$ cat src/rtl/bp_pkg.sv
// Shared types and helpers for the branch predictor.
//   br_type_e      : branch-type encoding shared with the branch comparator
//   ctr_e          : 2-bit saturating counter states
//   is_conditional : true for the six compare-based branch types
package bp_pkg;

  typedef enum logic [2:0] {
    BR_BEQ    = 3'b000,
    BR_BNE    = 3'b001,
    BR_ALWAYS = 3'b010,
    BR_NEVER  = 3'b011,
    BR_BLT    = 3'b100,
    BR_BGE    = 3'b101,
    BR_BLTU   = 3'b110,
    BR_BGEU   = 3'b111
  } br_type_e;

  typedef enum logic [1:0] {
    SNT = 2'b00,
    WNT = 2'b01,
    WT  = 2'b10,
    ST  = 2'b11
  } ctr_e;

  localparam ctr_e CTR_RESET = WNT;

  // Unknown (X) encodings match no item and fall to the default,
  // so they are treated as non-conditional.
  function automatic logic is_conditional(input logic [2:0] br_type);
    logic res;
    res = 1'b0;
    case (br_type)
      BR_BEQ, BR_BNE, BR_BLT, BR_BGE, BR_BLTU, BR_BGEU: res = 1'b1;
      default:                                          res = 1'b0;
    endcase
    return res;
  endfunction

endpackage

$ cat src/rtl/branch_predictor_sat_counter2.sv
// Next-state function of one 2-bit saturating branch counter.
//   state_i : current counter state
//   taken_i : resolved branch outcome
//   next_o  : counter state after applying the outcome
module sat_counter2
  import bp_pkg::*;
(
  input  ctr_e state_i,
  input  logic taken_i,
  output ctr_e next_o
);

  always_comb begin
    next_o = state_i;
    case (state_i)
      SNT:     next_o = taken_i ? WNT : SNT;
      WNT:     next_o = taken_i ? WT  : SNT;
      WT:      next_o = taken_i ? ST  : WNT;
      ST:      next_o = taken_i ? ST  : WT;
      default: next_o = CTR_RESET;
    endcase
  end

endmodule

$ cat src/rtl/branch_predictor.sv
// Direct-mapped 2-bit counter branch predictor with mispredict flush and
// saturating statistics.
//   clk, rst                     : clock, async active-high reset
//   pred_valid, pred_pc          : prediction lookup from fetch
//   pred_taken, pred_ready       : registered prediction, 1 cycle later
//   upd_valid, upd_pc,
//   upd_br_type, upd_taken,
//   upd_pred_taken               : resolved branch from the condition stage
//   flush                        : one-cycle registered mispredict pulse
//   stat_branches,
//   stat_mispredicts             : saturating counts of conditional branches
module branch_predictor
  import bp_pkg::*;
#(
  parameter int unsigned ENTRIES = 16,
  parameter int unsigned STAT_W  = 16
) (
  input  logic              clk,
  input  logic              rst,
  input  logic              pred_valid,
  input  logic [31:0]       pred_pc,
  output logic              pred_taken,
  output logic              pred_ready,
  input  logic              upd_valid,
  input  logic [31:0]       upd_pc,
  input  logic [2:0]        upd_br_type,
  input  logic              upd_taken,
  input  logic              upd_pred_taken,
  output logic              flush,
  output logic [STAT_W-1:0] stat_branches,
  output logic [STAT_W-1:0] stat_mispredicts
);

  localparam int unsigned IDX_W = $clog2(ENTRIES);

  logic [IDX_W-1:0] pred_idx;
  logic [IDX_W-1:0] upd_idx;

  ctr_e table_q [ENTRIES];
  ctr_e table_d [ENTRIES];

  ctr_e pred_ctr;
  ctr_e upd_cur;
  ctr_e upd_next;
  logic upd_cond;
  logic mispredict;

  logic              pred_taken_q, pred_taken_d;
  logic              pred_ready_q, pred_ready_d;
  logic              flush_q, flush_d;
  logic [STAT_W-1:0] stat_br_q, stat_br_d;
  logic [STAT_W-1:0] stat_mis_q, stat_mis_d;

  // PC bits outside the index are intentionally ignored (aliasing allowed).
  logic unused_pc_bits;
  assign unused_pc_bits = ^{pred_pc[31:IDX_W+2], pred_pc[1:0],
                            upd_pc[31:IDX_W+2], upd_pc[1:0]};

  assign pred_idx   = pred_pc[IDX_W+1:2];
  assign upd_idx    = upd_pc[IDX_W+1:2];
  assign pred_ctr   = table_q[pred_idx];
  assign upd_cur    = table_q[upd_idx];
  assign upd_cond   = upd_valid && is_conditional(upd_br_type);
  assign mispredict = upd_cond && (upd_pred_taken != upd_taken);

  sat_counter2 u_ctr (
    .state_i (upd_cur),
    .taken_i (upd_taken),
    .next_o  (upd_next)
  );

  // Lookup reads table_q, so a same-cycle update to the same entry is not
  // visible until the following cycle (read-before-write).
  always_comb begin
    table_d = table_q;
    if (upd_cond) begin
      table_d[upd_idx] = upd_next;
    end
  end

  always_comb begin
    pred_ready_d = pred_valid;
    pred_taken_d = pred_taken_q;
    if (pred_valid) begin
      pred_taken_d = (pred_ctr == WT) || (pred_ctr == ST);
    end
  end

  always_comb begin
    flush_d    = mispredict;
    stat_br_d  = stat_br_q;
    stat_mis_d = stat_mis_q;
    if (upd_cond && (stat_br_q != '1)) begin
      stat_br_d = stat_br_q + STAT_W'(1);
    end
    if (mispredict && (stat_mis_q != '1)) begin
      stat_mis_d = stat_mis_q + STAT_W'(1);
    end
  end

  always_ff @(posedge clk or posedge rst) begin
    if (rst) begin
      for (int unsigned i = 0; i < ENTRIES; i++) begin
        table_q[i] <= CTR_RESET;
      end
    end else begin
      table_q <= table_d;
    end
  end

  always_ff @(posedge clk or posedge rst) begin
    if (rst) begin
      pred_taken_q <= 1'b0;
      pred_ready_q <= 1'b0;
      flush_q      <= 1'b0;
      stat_br_q    <= '0;
      stat_mis_q   <= '0;
    end else begin
      pred_taken_q <= pred_taken_d;
      pred_ready_q <= pred_ready_d;
      flush_q      <= flush_d;
      stat_br_q    <= stat_br_d;
      stat_mis_q   <= stat_mis_d;
    end
  end

  assign pred_taken       = pred_taken_q;
  assign pred_ready       = pred_ready_q;
  assign flush            = flush_q;
  assign stat_branches    = stat_br_q;
  assign stat_mispredicts = stat_mis_q;

endmodule

$ cat config.mk
export PLATFORM = sky130hd
export DESIGN_NAME = branch_predictor
export DESIGN_NICKNAME = d
export VERILOG_FILES = /design/src/rtl/bp_pkg.sv /design/src/rtl/branch_predictor_sat_counter2.sv /design/src/rtl/branch_predictor.sv
export SDC_FILE = /design/constraint.sdc
export NUM_CORES = 1
export LEC_CHECK = 0
export CORE_ASPECT_RATIO = 1.4
export CORE_MARGIN = 2
export CORE_UTILIZATION = 30
export DETAILED_ROUTE_END_ITERATION = 8
export PLACE_DENSITY = 0.54
export SYNTH_ARGS = -nofsm -noshare
export SYNTH_HDL_FRONTEND = slang
export SYNTH_SLANG_ARGS = --single-unit
export TNS_END_PERCENT = 5
$ cat constraint.sdc
create_clock -name clk -period 1.7 [get_ports clk]
set_input_delay 0.17 -clock clk [delete_from_list [all_inputs] [get_ports clk]]
set_output_delay 0.17 -clock clk [all_outputs]
set_load 0.1 [all_outputs]
# --- Word level (Yosys, flattened, before mapping) ---
# Index checks and enable logic that the tools add are counted.
op_classes:
  add_sub_neg: 2
  order_cmp: 3
  n_eq_ne: 13
  muxes: 15
  bitwise: 2
  n_reduce_logical: 9
ops:
  columns: ["operator", "count"]
  rows:
  - ["16-bit by 1-bit adder with 16-bit output (second input constant)", 2]
  - ["32-bit bitwise mux", 1]
  - ["16-bit != test (second input constant)", 2]
  - ["2-bit binary-select mux with 4-bit select", 2]
  - ["2-bit two-way mux", 7]
  - ["3-bit equality test (second input constant)", 4]
  - ["5-bit greater-or-equal comparator (second input constant)", 2]
  - ["4-bit NOT with 5-bit output", 2]
  - ["2-bit demux with 4-bit select", 1]
  - ["2-bit equality test (second input constant)", 4]
  - ["2-bit case mux with 4 select lines", 1]
  - ["6-bit OR reduction", 1]
  - ["1-bit logical AND", 5]
  - ["5-bit by 1-bit less-than comparator with 1-bit output (second input constant)", 1]
  - ["3-bit by 1-bit equality test with 1-bit output (second input constant)", 1]
  - ["3-bit logical NOT", 1]
  - ["1-bit two-way mux", 3]
  - ["2-bit by 1-bit equality test with 1-bit output (second input constant)", 1]
  - ["2-bit logical NOT", 1]
  - ["1-bit logical OR", 1]
  - ["1-bit != test", 1]
word_totals:
  regBits: 67
  in_bits: 73

# --- Logic depth before layout (Yosys ltp) ---
depth:
  word_depth: 7
  mapped_depth: 7

# --- By module ---
# A second synthesis with hierarchy kept.
unflattened:
  hier_cells: 279
  area_unflattened_um2: 3525.9
by_module_without_submodules:
  columns: ["mod", "instances", "cells_each", "area_per_inst_um2"]
  rows:
  - ["branch_predictor", 1, 276, 3499.6]
  - ["sat_counter2", 1, 3, 26.3]

# --- Worst setup path after synthesis ---
# Ideal clock, no wire load.
synth_timing:
  path_kind: "reg-to-reg"
  from: "reg stat_mis_q[4], in the netlist stat_mispredicts[4]"
  to: "reg stat_mis_q[6], in the netlist stat_mispredicts[6]"
  setup_ns: 0.162
  arrival_time_ns: 2.302
  required_time_ns: 1.538
  path_slack_ns: -0.765
  stages_incl_launch_ff: 6
  n_path_buf: 0
  period_less_slack_ns: 2.465
  path_cell_list: "dfrtp_1 -> nand4_1 -> nor4_2 -> a211oi_1 -> and3_1 -> xor2_1"
synth_between:
  elab_chain_len: 2
  word_cells_on_any_way: 3
synth_rtl:
  columns: ["element", "line", "text"]
  rows:
  - ["start, declared", "branch_predictor.sv:52", "logic [STAT_W-1:0] stat_mis_q, stat_mis_d;"]
  - ["start signal, assigned", "branch_predictor.sv:123", "stat_mis_q <= stat_mis_d;"]
  - ["branches (longest 2 deep; another with 16-bit by 1-bit adder with 16-bit output)", null, null]
# Parallel ways; which one is timed is not known.
# A chain may end at the register's enable or synchronous reset.

# --- Final worst setup path ---
layout_timing:
  from: "reg table_q[21] (netlist name)"
  to: "reg table_q[29] (netlist name)"
layout_between:
  elab_chain_len: 6
  word_cells_on_any_way: 9
layout_rtl:
  columns: ["element", "line", "text"]
  rows:
  - ["start, declared", "branch_predictor.sv:39", "ctr_e table_q [ENTRIES];"]
  - ["start signal, assigned", "branch_predictor.sv:107", "table_q <= table_d;"]
  - ["2-bit binary-select mux with 4-bit select *", "branch_predictor.sv:62", "assign upd_cur = table_q[upd_idx];"]
  - ["2-bit two-way mux (implied by the code) * (2 in a row)", "branch_predictor.sv:62", null]
  - ["2-bit equality test (tied with other cells)", "branch_predictor_sat_counter2.sv:15", "case (state_i)"]
  - ["2-bit case mux with 4 select lines *", "branch_predictor_sat_counter2.sv:15", null]
  - ["32-bit bitwise mux *", "branch_predictor.sv:77", "table_d[upd_idx] = upd_next;"]
# Mark *: on every way between the ends. The rest lies on a longest branch, timed or not. The select of a mux whose other input is x is not followed.

==> impl_metrics.prom <==
# TYPE chip_impl_metric gauge
chip_impl_metric{name="layout-drive-gt1-share",unit="%"} 58.35
chip_impl_metric{name="buffer_ports.inserted",unit=""} 50
chip_impl_metric{name="firstDrtPassIters",unit=""} 6
chip_impl_metric{name="start_util",unit="%"} 30.84
chip_impl_metric{name="synth_nets",unit=""} 347
chip_impl_metric{name="detailedPlacementHpwl",unit="um"} 6182
chip_impl_info{name="worstSetupPathType",value="register to register"} 1
chip_impl_metric{name="muxShareOfSynthArea",unit="%"} 20.88
chip_impl_metric{name="layout_setup_ws",unit="ns"} -0.07262
chip_impl_metric{name="drt_iter0_drc",unit=""} 75
chip_impl_metric{name="synth_largest_type_area_fraction",unit="%"} 37.89
chip_impl_metric{name="via_count",unit=""} 2581
chip_impl_metric{name="drv_slew",unit=""} 0
chip_impl_metric{name="headroom_to_the_max_slew_limit",unit="%"} 70.25
chip_impl_metric{name="timing.fmax",unit="GHz"} 0.5641
chip_impl_metric{name="cts_made_buffers",unit=""} 9
chip_impl_metric{name="power.static_leakage",unit="nW"} 2.346
chip_impl_metric{name="ys_types",unit=""} 41
chip_impl_metric{name="clock_tree.buffer_depth",unit=""} 2
chip_impl_metric{name="number_of_enable_flip_flop_cells_after_synthesis",unit=""} 0
chip_impl_metric{name="synthesized_area_fraction_occupied_by_adder_cells",unit="%"} 1.374
chip_impl_metric{name="initial_antenna_violation_count",unit=""} 0
chip_impl_metric{name="wire_length_of_the_first_global_routing_pass",unit="um"} 13390
chip_impl_metric{name="final_net_count",unit=""} 471
chip_impl_metric{name="vdd.ir_drop.worst",unit="uV"} 1325
chip_impl_info{name="worstSetupStartpointType",value="register"} 1
chip_impl_metric{name="core_region_area",unit="mm^2"} 0.01092
chip_impl_metric{name="remaining_drc_errors",unit=""} 0
chip_impl_metric{name="power.density_cell_area",unit="mW/mm^2"} 1398
chip_impl_metric{name="number_of_instances_in_the_placed_design",unit=""} 526
chip_impl_metric{name="totalPowerFinal",unit="mW"} 7.480
chip_impl_metric{name="fin_hold_ws",unit="ns"} 0.1448
chip_impl_info{name="worstHoldPathType",value="primary input to asynchronous set/reset pin"} 1
chip_impl_metric{name="synth-warning-count",unit=""} 0
chip_impl_metric{name="wl_per_cell",unit="um"} 15.00
chip_impl_metric{name="number_of_levels_in_the_clock_h_tree",unit=""} 3
chip_impl_metric{name="drv_cap",unit=""} 0
chip_impl_info{name="yosys_most_used_dff",value="sky130_fd_sc_hd__dfrtp_1"} 1
chip_impl_info{name="violations",value="setup timing"} 1
chip_impl_metric{name="route.final.wire_length",unit="um"} 8132
chip_impl_metric{name="ys_seq_area_share",unit="%"} 50.37
chip_impl_metric{name="worst_skew_pair.late_latency",unit="ns"} 0.34
chip_impl_info{name="synth.top_cells.by_area",value="sky130_fd_sc_hd__dfrtp_1 38%, sky130_fd_sc_hd__dfstp_2 12%, sky130_fd_sc_hd__mux2_2 12%"} 1
chip_impl_info{name="synthDominantAreaCellType",value="sky130_fd_sc_hd__dfrtp_1"} 1
chip_impl_metric{name="grt-ovfl-total",unit=""} 0
chip_impl_metric{name="fin_worst_skew",unit="ns"} 0.003938
chip_impl_metric{name="worst-endpoint-arrival",unit="ns"} 1.99
chip_impl_metric{name="synthesis.area",unit="mm^2"} 0.003368
chip_impl_metric{name="post_synth_and_or_nand_nor_area_fraction",unit="%"} 14.64
chip_impl_info{name="run_status",value="complete, but fails checks"} 1
chip_impl_metric{name="grt.total_usage",unit="%"} 14.43
chip_impl_metric{name="ff2ff_setup_slack",unit="ns"} -0.07
chip_impl_metric{name="finalInstanceArea",unit="mm^2"} 0.005349
chip_impl_metric{name="cts_sinks",unit=""} 67
chip_impl_metric{name="dieArea",unit="mm^2"} 0.01210
chip_impl_metric{name="cts.reportedPaths.clkPinSlew",unit="ns"} 0.06
chip_impl_metric{name="postLayoutCoreUtil",unit="%"} 48.97
chip_impl_metric{name="row_count",unit=""} 45
chip_impl_info{name="cts-root-buf",value="sky130_fd_sc_hd__clkbuf_16"} 1
chip_impl_info{name="synth_top_family_by_area",value="multiplexers"} 1
chip_impl_metric{name="synth_compound_gate_area_share",unit="%"} 3.492
chip_impl_metric{name="post_synth_inst_count",unit=""} 272
chip_impl_metric{name="num_antenna_cells",unit=""} 0
chip_impl_info{name="r2r-end",value="table_q[29]"} 1
chip_impl_metric{name="first_global_vias",unit=""} 2796
chip_impl_metric{name="timing.reg2reg.worst_path_depth",unit=""} 5
chip_impl_metric{name="routabilityCongestion",unit=""} 0.8146
chip_impl_metric{name="placed_area",unit="mm^2"} 0.004969
chip_impl_info{name="critical_path.startpoint",value="table_q[21]"} 1
chip_impl_metric{name="fin_crit_sh",unit="%"} 104.3
chip_impl_metric{name="n_fill_cell",unit=""} 989
chip_impl_metric{name="worst-path-max-fanout",unit=""} 8
chip_impl_metric{name="hold_violations",unit=""} 0
chip_impl_metric{name="final.min_clock_period",unit="ns"} 1.773
chip_impl_metric{name="drtAntennaViolNets",unit=""} 0
chip_impl_info{name="setup.worst_path.end_class",value="register"} 1
chip_impl_metric{name="area_growth_syn_to_layout",unit="%"} 58.80
chip_impl_metric{name="finished_layout_cells",unit=""} 542
chip_impl_metric{name="floorplan.die.width",unit="um"} 93.55
chip_impl_metric{name="async_reset_ff_share",unit="%"} 100.0
chip_impl_metric{name="vias_per_cell",unit=""} 4.762
chip_impl_metric{name="synth_register_bits",unit=""} 67
chip_impl_metric{name="setup_viol",unit=""} 16
chip_impl_info{name="reg2reg_from",value="table_q[21]"} 1
chip_impl_metric{name="grt_max_degree",unit=""} 25
chip_impl_metric{name="avgSynthCellArea",unit="um^2"} 12.38
chip_impl_metric{name="io_pins",unit=""} 108
chip_impl_info{name="cts_tree",value="yes"} 1
chip_impl_metric{name="synthXorXnorAreaFrac",unit="%"} 7.021
chip_impl_metric{name="critical_path_required",unit="ns"} 1.92
chip_impl_metric{name="die_h",unit="um"} 129.4
chip_impl_metric{name="worstMarginPinSlew",unit="ns"} 0.4443
chip_impl_info{name="unrepaired_setup_endpoints_after_global_routing",value="true"} 1
how the worst max path moves through the flow:
stage                             end  slack, ns  depth (start not counted)
floorplan           stat_branches[14]      -0.27                          5
global placement          table_q[15]      -0.55                          6
detailed placement         table_q[7]      -0.58                          6
CTS                       table_q[25]      -0.14                          7
global route              table_q[25]      -0.14                          5
finish                    table_q[29]      -0.07                          5
synthesized netlist by cell type, types with 2 or more instances:
master,instances
sky130_fd_sc_hd__dfrtp_1,51
sky130_fd_sc_hd__mux2_2,35
sky130_fd_sc_hd__nand2_1,18
sky130_fd_sc_hd__dfstp_2,16
sky130_fd_sc_hd__xnor2_1,15
sky130_fd_sc_hd__nand3_1,14
sky130_fd_sc_hd__nand4_1,13
sky130_fd_sc_hd__nor2_1,13
sky130_fd_sc_hd__xor2_1,12
sky130_fd_sc_hd__mux4_2,11
sky130_fd_sc_hd__and3_1,10
sky130_fd_sc_hd__a21oi_1,8
sky130_fd_sc_hd__inv_1,7
sky130_fd_sc_hd__and2_1,4
sky130_fd_sc_hd__nor3_1,4
sky130_fd_sc_hd__nor3b_1,4
sky130_fd_sc_hd__buf_2,3
sky130_fd_sc_hd__o21ai_0,3
sky130_fd_sc_hd__a21oi_2,2
sky130_fd_sc_hd__a31oi_1,2
sky130_fd_sc_hd__and4_1,2
sky130_fd_sc_hd__buf_6,2
sky130_fd_sc_hd__ha_1,2
sky130_fd_sc_hd__mux2i_1,2
sky130_fd_sc_hd__nand3b_1,2
sky130_fd_sc_hd__nor2b_1,2
final cells by class:
class / count / area (um^2) / area share (%)
Clock inverter: 7 / 116.4 / 2.175
Multi-Input combinational cell: 191 / 1669 / 31.20
Sequential cell: 67 / 1767 / 33.03
Tap cell: 141 / 176.4 / 3.298
Timing Repair Buffer: 120 / 1365 / 25.52
Clock buffer: 9 / 225.2 / 4.211
Inverter: 7 / 30.03 / 0.5614
routing by layer:
| metal | up-vias | track usage [%] | wire [um] |
|---|---|---|---|
| met4 | 0 | 5.200 | 125 |
| met1 | 1267 | 17.67 | 3366 |
| li1 | 1251 | - | - |
| met3 | 11 | 4.128 | 371 |
| met5 | - | 0 | 0 |
| met2 | 52 | 24.29 | 4268 |
flip-flops by register name, indices dropped and copies added (netlist names):
signal and cells:
flush 1, stat_mispredicts 16, pred_ready 1, stat_branches 16, table_q 32, pred_taken 1
critical path: stages (launching register included):
cell and delay [ns]:
sky130_fd_sc_hd__dfrtp_1 0.38, sky130_fd_sc_hd__mux4_2 0.48, sky130_fd_sc_hd__mux2_4 0.32, sky130_fd_sc_hd__nor2_4 0.13
sky130_fd_sc_hd__a21oi_4 0.07, sky130_fd_sc_hd__mux2_2 0.28
power by group:
group	switching, mW	leakage [nW]	internal, mW	total [mW]
clock	0.693	0.165	1.43	2.12
sequential	0.242	0.801	2.05	2.29
combinational	1.80	1.38	1.27	3.07
timing repair:
action | CTS | global route
endpoints found under the setup margin | 32 | 45
hold buffers | 0 | 0
buffers inserted | 0 | 0
gates resized for setup | 1 | 15
pin swaps | 0 | 4
logic make-up after synthesis:
group / Yosys count
and+or+nand+nor: 91
DFF: 67
muxes: 50
xor gates and xnor gates: 27
AOI/OAI and AO/OA: 19
buffers and inverters: 14
adders and majority gates: 4
placed cells by master, fill, tap and decap left out, types with 3 or more instances in the layout:
master and instances:
sky130_fd_sc_hd__and3_1 10, sky130_fd_sc_hd__a21oi_1 8, sky130_fd_sc_hd__clkdlybuf4s50_1 13, sky130_fd_sc_hd__nand2_1 15, sky130_fd_sc_hd__bufinv_16 3, sky130_fd_sc_hd__nand4_1 13
sky130_fd_sc_hd__nand3_1 11, sky130_fd_sc_hd__dfrtp_4 13, sky130_fd_sc_hd__nor3_1 4, sky130_fd_sc_hd__nand3_2 3, sky130_fd_sc_hd__clkbuf_16 9, sky130_fd_sc_hd__nor3b_1 4
sky130_fd_sc_hd__dfrtp_1 21, sky130_fd_sc_hd__buf_12 34, sky130_fd_sc_hd__xnor2_1 15, sky130_fd_sc_hd__xor2_1 12, sky130_fd_sc_hd__dfstp_2 16, sky130_fd_sc_hd__mux2_2 33
sky130_fd_sc_hd__mux2_4 3, sky130_fd_sc_hd__nor2_1 13, sky130_fd_sc_hd__nand2_2 3, sky130_fd_sc_hd__buf_4 70, sky130_fd_sc_hd__mux4_2 11, sky130_fd_sc_hd__dfrtp_2 17
sky130_fd_sc_hd__inv_1 6, sky130_fd_sc_hd__and2_1 4
metrics by stage:
step	setup WS [ns]	setup TNS, ns
floorplan	-0.2668	-2.496
global placement	-0.5513	-19.05
detailed placement	-0.5838	-20.01
CTS	-0.1350	-1.805
global route	-0.1436	-2.026
finish	-0.07262	-0.8798
Power figures use the tool's default switching activity.
